**config.mk**
```make
export PLATFORM = sky130hd
export DESIGN_NAME = mnist_img_streamer
export DESIGN_NICKNAME = d
export VERILOG_FILES = /design/src/rtl/mnist_img_streamer.sv
export SDC_FILE = /design/constraint.sdc
export NUM_CORES = 1
export LEC_CHECK = 0
export ABC_AREA = 0
export CAP_MARGIN = 25
export CELL_PAD_IN_SITES_DETAIL_PLACEMENT = 1
export CELL_PAD_IN_SITES_GLOBAL_PLACEMENT = 1
export CORE_ASPECT_RATIO = 0.5
export CORE_MARGIN = 4
export CORE_UTILIZATION = 48
export CTS_CLUSTER_DIAMETER = 50
export CTS_CLUSTER_SIZE = 14
export DETAILED_ROUTE_END_ITERATION = 6
export MAX_ROUTING_LAYER = met4
export PLACE_DENSITY_LB_ADDON = 0.1
export SKIP_LAST_GASP = 1
export SYNTH_ARGS = -nofsm -noshare
export SYNTH_HDL_FRONTEND = slang
export SYNTH_SLANG_ARGS = --single-unit
```
**constraint.sdc**
```tcl
create_clock -name clk -period 4.3 [get_ports clk]
set_clock_uncertainty 0.05 [all_clocks]
set_input_delay 1.29 -clock clk [delete_from_list [all_inputs] [get_ports clk]]
set_output_delay 1.29 -clock clk [all_outputs]
set_load 0.1 [all_outputs]
```
**src/rtl/mnist_img_streamer.sv**
```systemverilog
// mnist_img_streamer: buffers one image, streams it as LANES-pixel beats, then
// waits (bounded by TIMEOUT cycles) for a classifier result and captures it.
// Latency: first beat on the cycle after start; start-to-done = BEATS+2 with
// m_ready=1 and an immediate result.
// Backpressure: valid/ready on m_*; beat held stable while m_ready=0.
//
// Ports:
//   clk, rst_n                 clock, synchronous active-low reset
//   wr_en/wr_addr/wr_data      pixel-buffer write port (IDLE only)
//   start                      one-cycle request to stream the buffered image
//   m_data/m_valid/m_ready     pixel beat stream, lane 0 in the LSBs
//   res_valid/res_pred/res_conf classifier result strobe (WAIT_RES only)
//   busy, done, timed_out      status; done is a one-cycle pulse
//   pred_out, conf_out         last captured result
module mnist_img_streamer #(
    parameter int IMG_PIX = 784,
    parameter int PIX_W   = 1,
    parameter int LANES   = 1,
    parameter int TIMEOUT = 20000,
    localparam int BEATS  = (IMG_PIX + LANES - 1) / LANES,
    localparam int AW     = (IMG_PIX > 1) ? $clog2(IMG_PIX) : 1
) (
    input  logic                     clk,
    input  logic                     rst_n,
    input  logic                     wr_en,
    input  logic [AW-1:0]            wr_addr,
    input  logic [PIX_W-1:0]         wr_data,
    input  logic                     start,
    output logic [LANES*PIX_W-1:0]   m_data,
    output logic                     m_valid,
    input  logic                     m_ready,
    input  logic                     res_valid,
    input  logic [3:0]               res_pred,
    input  logic [7:0]               res_conf,
    output logic                     busy,
    output logic                     done,
    output logic [3:0]               pred_out,
    output logic [7:0]               conf_out,
    output logic                     timed_out
);

    localparam int BW = (BEATS > 1) ? $clog2(BEATS) : 1;
    localparam int CW = (TIMEOUT > 1) ? $clog2(TIMEOUT) : 1;
    localparam logic [BW-1:0] LAST_BEAT = BW'(BEATS - 1);
    localparam logic [CW-1:0] CNT_LAST  = CW'(TIMEOUT - 1);
    localparam logic [AW:0]   PIX_LIM   = (AW + 1)'(IMG_PIX);

    typedef enum logic [1:0] {
        IDLE,
        STREAM,
        WAIT_RES,
        DONE
    } state_t;

    state_t                   state_q, state_d;
    logic [BW-1:0]            beat_q, beat_d;
    logic [CW-1:0]            cnt_q, cnt_d;
    logic [3:0]               pred_q, pred_d;
    logic [7:0]               conf_q, conf_d;
    logic                     to_q, to_d;

    // Pixel buffer: deliberately outside reset so an image survives rst_n.
    logic [PIX_W-1:0]         pix_mem [IMG_PIX];
    logic [LANES*PIX_W-1:0]   beat_dat;
    int                       idx;

    always_ff @(posedge clk) begin
        if (rst_n && state_q == IDLE && wr_en && ({1'b0, wr_addr} < PIX_LIM)) begin
            pix_mem[wr_addr] <= wr_data;
        end
    end

    // Gather the current beat; lanes past the end of the image read as zero.
    always_comb begin
        beat_dat = '0;
        idx      = 0;
        for (int j = 0; j < LANES; j++) begin
            idx = int'(beat_q) * LANES + j;
            if (idx < IMG_PIX) begin
                beat_dat[j*PIX_W +: PIX_W] = pix_mem[idx[AW-1:0]];
            end
        end
    end

    always_comb begin
        state_d = state_q;
        beat_d  = beat_q;
        cnt_d   = cnt_q;
        pred_d  = pred_q;
        conf_d  = conf_q;
        to_d    = to_q;
        case (state_q)
            IDLE: begin
                if (start) begin
                    state_d = STREAM;
                    beat_d  = '0;
                    to_d    = 1'b0;
                end
            end
            STREAM: begin
                if (m_ready) begin
                    if (beat_q == LAST_BEAT) begin
                        state_d = WAIT_RES;
                        cnt_d   = '0;
                    end else begin
                        beat_d = beat_q + 1'b1;
                    end
                end
            end
            WAIT_RES: begin
                cnt_d = cnt_q + 1'b1;
                // A result arriving on the timeout cycle still takes priority.
                if (res_valid) begin
                    state_d = DONE;
                    pred_d  = res_pred;
                    conf_d  = res_conf;
                    to_d    = 1'b0;
                end else if (cnt_q == CNT_LAST) begin
                    state_d = DONE;
                    to_d    = 1'b1;
                end
            end
            DONE: begin
                state_d = IDLE;
            end
            default: begin
                state_d = IDLE;
            end
        endcase
    end

    always_ff @(posedge clk) begin
        if (!rst_n) begin
            state_q <= IDLE;
            beat_q  <= '0;
            cnt_q   <= '0;
            pred_q  <= '0;
            conf_q  <= '0;
            to_q    <= 1'b0;
        end else begin
            state_q <= state_d;
            beat_q  <= beat_d;
            cnt_q   <= cnt_d;
            pred_q  <= pred_d;
            conf_q  <= conf_d;
            to_q    <= to_d;
        end
    end

    assign m_valid   = (state_q == STREAM);
    assign m_data    = m_valid ? beat_dat : '0;
    assign busy      = (state_q != IDLE);
    assign done      = (state_q == DONE);
    assign pred_out  = pred_q;
    assign conf_out  = conf_q;
    assign timed_out = to_q;

endmodule

```
==> summary.md <==
| Metric | Value |
|---|---|
| DPL Wire Length | 70,000 um |
| Setup crit end kind | output port |
| Clock Pin Slew Worst Setup and Hold Paths | 0.07 ns |
| Pwr/cell area | 426.2 nW/um2 |
| Worst setup SP type | flip-flop |
| Vias in the first global route | 23,277 |
| Routed Antenna Nets | 0 |
| Iteration-0 DRC Markers | 2,892 |
| Core area | 75,150 um2 |
| Least-Margin Pin Slew | 1.001 ns |
| Area taken by multi-input logic gates | 10,780 um2 |
| Max-capacitance violation count | 0 |
| Die ar. | 80,510 um2 |
| Setup WS post-layout | -0.6423 ns |
| Cell variety after synth | 72 |
| Gpl congestion | 0.8810 |
| CP max stage cell | mux4_2 |
| Slew headroom | 0.3305 |
| Failing checks | setup timing |
| Hold path start | conf_out[6] |
| Final Util | 0.5532 |
| Sequential cell area | 24,550 um2 |
| Leak | 12.43 nW |
| WL final | 110,400 um |
| Fin. max-slew vios | 0 |
| Post-synth EDFFs | 784 |
| DR WL/cell | 29.33 um |
| Worst EP arrival | 3.60 ns |
| Post-synthesis cell area | 36,370 um2 |
| Height of the chip | 202.7 um |
| Initial Util | 0.4840 |
| DRC viols | 0 |
| CP peak stage delay | 0.49 ns |
| Clock Path Buffers | 3 |
| CTS Buf Count | 70 |
| Nets | 2,754 |
| Clock sinks | 834 |
| Worst reg2reg setup slack | 1.83 ns |
| Via count | 23,094 |
| RR Endpoint | cnt_q[14] |
| Clock Latency Late Sink | 0.64 ns |
| Fraction of layout cells with a size suffix above 1 | 0.1925 |
| Port bufs | 45 |
| Final Hold Vio Count | 0 |
| Diodes inserted | 0 |
| Tmin final | 4.942 ns |
| Largest net degree at the start of global routing | 146 |
| Area delta synth->final | 14.30% |
| Required time of the critical path | 2.96 ns |
| Fmax | 0.2023 GHz |
| Hold buffers post-CTS | 0 |
| Min-Delay Endpoint | conf_out[6] |
| Syn Inst Count | 2,578 |
| Final period utilization | 1.149 |
| Post-synth ARST share | 0 |
| GRT overflow | 0 |
| H-tree depth | 3 |
| Final Total Pwr | 17.72 mW |
| FP Rows | 71 |
| Hold Crit Class | reg -> reg |
| Worst Hold Depth | 2 |
| CP Cell Sequence | buf_12, buf_16, buf_4, mux4_2, mux4_2, or4_4, o21ai_2, nor4b_1, nand4_1, o31ai_4, buf_12 |
| Die W | 397.3 um |
| Dominant synthesized flop cell | edfxtp_1 |
| Initial DRT Pass Iterations | 6 |
| Initial antenna violation count | 0 |
| Setup WS pre-CTS | -0.2652 ns |
| Vias per cell | 6.134 |
| Seq/Total Area, Yosys | 0.6748 |
| Setup Crit Path Kind | reg -> out |
| Worst IR drop on VDD | 0.2845 mV |
| Syn Area/Cell | 14.11 um2 |
| First-pass GRT wire length | 161,000 um |
| Clock root cell | clkbuf_16 |
| Yosys reg bits | 834 |
| Reg2reg path depth | 7 |
| Fill count | 7,269 |
| Setup TNS | -0.6423 ns |
| GRT Overall Usage | 0.2848 |
| CTS tree | done |
| Yosys Warn Count | 0 |
| RSZ-0062 raised after global routing | yes |
| Final setup violation count | 1 |
| Worst flop-to-flop path startpoint | beat_q[0] |
| Worst Path Max Fanout | 6 |
| I/O pin count | 46 |
| Status | finished, violations left |
| Syn Nets | 2,614 |
## registers in the layout, summed over array words and instances, names as in the netlist, named ones only
name       cells
timed_out      1
cnt_q         15
state_q        2
conf_out       8
pred_out       4
pix_mem      784
beat_q        10
## cell families (layout without fill, tap and decap cells)
family / Yosys count / count (layout) / synth area share
and+or+nand+nor: 1068 / 1068 / 0.1194
DFF: 834 / 834 / 0.6748
muxes: 252 / 252 / 0.1328
buffers and inverters: 233 / 398 / 0.03378
AOI/OAI and AO/OA: 166 / 166 / 0.03258
xor gates and xnor gates: 18 / 18 / 0.004334
adders and majority gates: 7 / 7 / 0.002408
## power by group
group	switching, mW	internal [mW]	leakage, nW
Sequential	0.0411	8.90	7.45
Combinational	1.42	1.25	4.00
Clock	2.89	3.23	0.978
Total	4.35	13.4	12.4
## worst max-delay path by stage
stage,startpoint,to,slack [ns]
5_1_grt,flip-flop,m_data,-0.75
3_5_place_dp,flip-flop,m_data,-0.27
4_1_cts,flip-flop,m_data,-0.65
3_3_place_gp,flip-flop,m_data,-0.24
2_1_floorplan,state_q[1],m_data,0.03
6_report,flip-flop,m_data,-0.64
## Yosys cell counts (13+ instances only)
cell	number	area, um2
clkbuf_1	157	589.3
nor2_1	833	3127
a21oi_1	23	115.1
nand4_1	13	81.33
a22oi_1	36	270.3
xor2_1	15	131.4
buf_4	14	105.1
buf_2	22	110.1
mux4_1	40	1051
o21ai_0	24	120.1
mux2i_1	76	760.7
nand3_1	17	85.08
mux4_2	132	2973
edfxtp_1	784	23540
nand2_1	119	446.7
dfxtp_1	50	1001
## per-layer routing
metal / part of all wire / track usage / up-vias
met5: 0 / - / -
met4: 0.018 / 0.06311 / 0
met3: 0.079 / 0.04321 / 135
met2: 0.46 / 0.4277 / 922
met1: 0.44 / 0.4166 / 12334
li1: - / - / 9703
## critical path, delay by kind of cell (launching register included)
kind	cells	cell delay [ns]
and+or+nand+nor	3	0.67
buffers and inverters	4	0.62
muxes	2	0.98
AOI/OAI and AO/OA	2	0.22
DFF	1	0.47
## area by class of cell
cell class	instances	share of cell area
tap	1022	0.03076
clock buffer	90	0.04596
timing repair buffer	289	0.06976
inverter	12	0.001083
sequential	834	0.5906
clock inverter	7	0.002468
multi-input combinational	1511	0.2594
## per-stage QoR
step | hold slack [ns] | area [um2] | cells
final | 0.4128 | 41570 | 3765
after global routing | 0.4433 | 41570 | 3765
after CTS | 0.4183 | 41480 | 3760
after detailed placement | 0.4089 | 39060 | 3644
after global placement | 0.3994 | 39060 | 3644
after floorplan | 0.4084 | 36390 | 2578
## placed cells by master, fill, tap and decap left out, types with 19 or more instances in the layout
cell type / synthesis / layout
mux4_1: 40 / 33
nand2_1: 119 / 119
o21ai_0: 24 / 19
edfxtp_1: 784 / 784
dfxtp_1: 50 / 47
mux4_2: 132 / 139
nor2_1: 833 / 832
clkdlybuf4s50_1: 0 / 40
mux2i_1: 76 / 76
buf_12: 10 / 43
clkbuf_16: 0 / 73
a22oi_1: 36 / 25
buf_4: 14 / 194
## timing repair
| action | in CTS | in global routing |
|---|---|---|
| buffers inserted | 18 | 5 |
| hold endpoints to repair | 0 | 0 |
| gates resized for setup | 49 | 17 |
| cloned | 2 | 0 |
| pin swaps | 14 | 11 |
| setup endpoints to repair | 1 | 1 |
(Power assumes the default switching activity.)
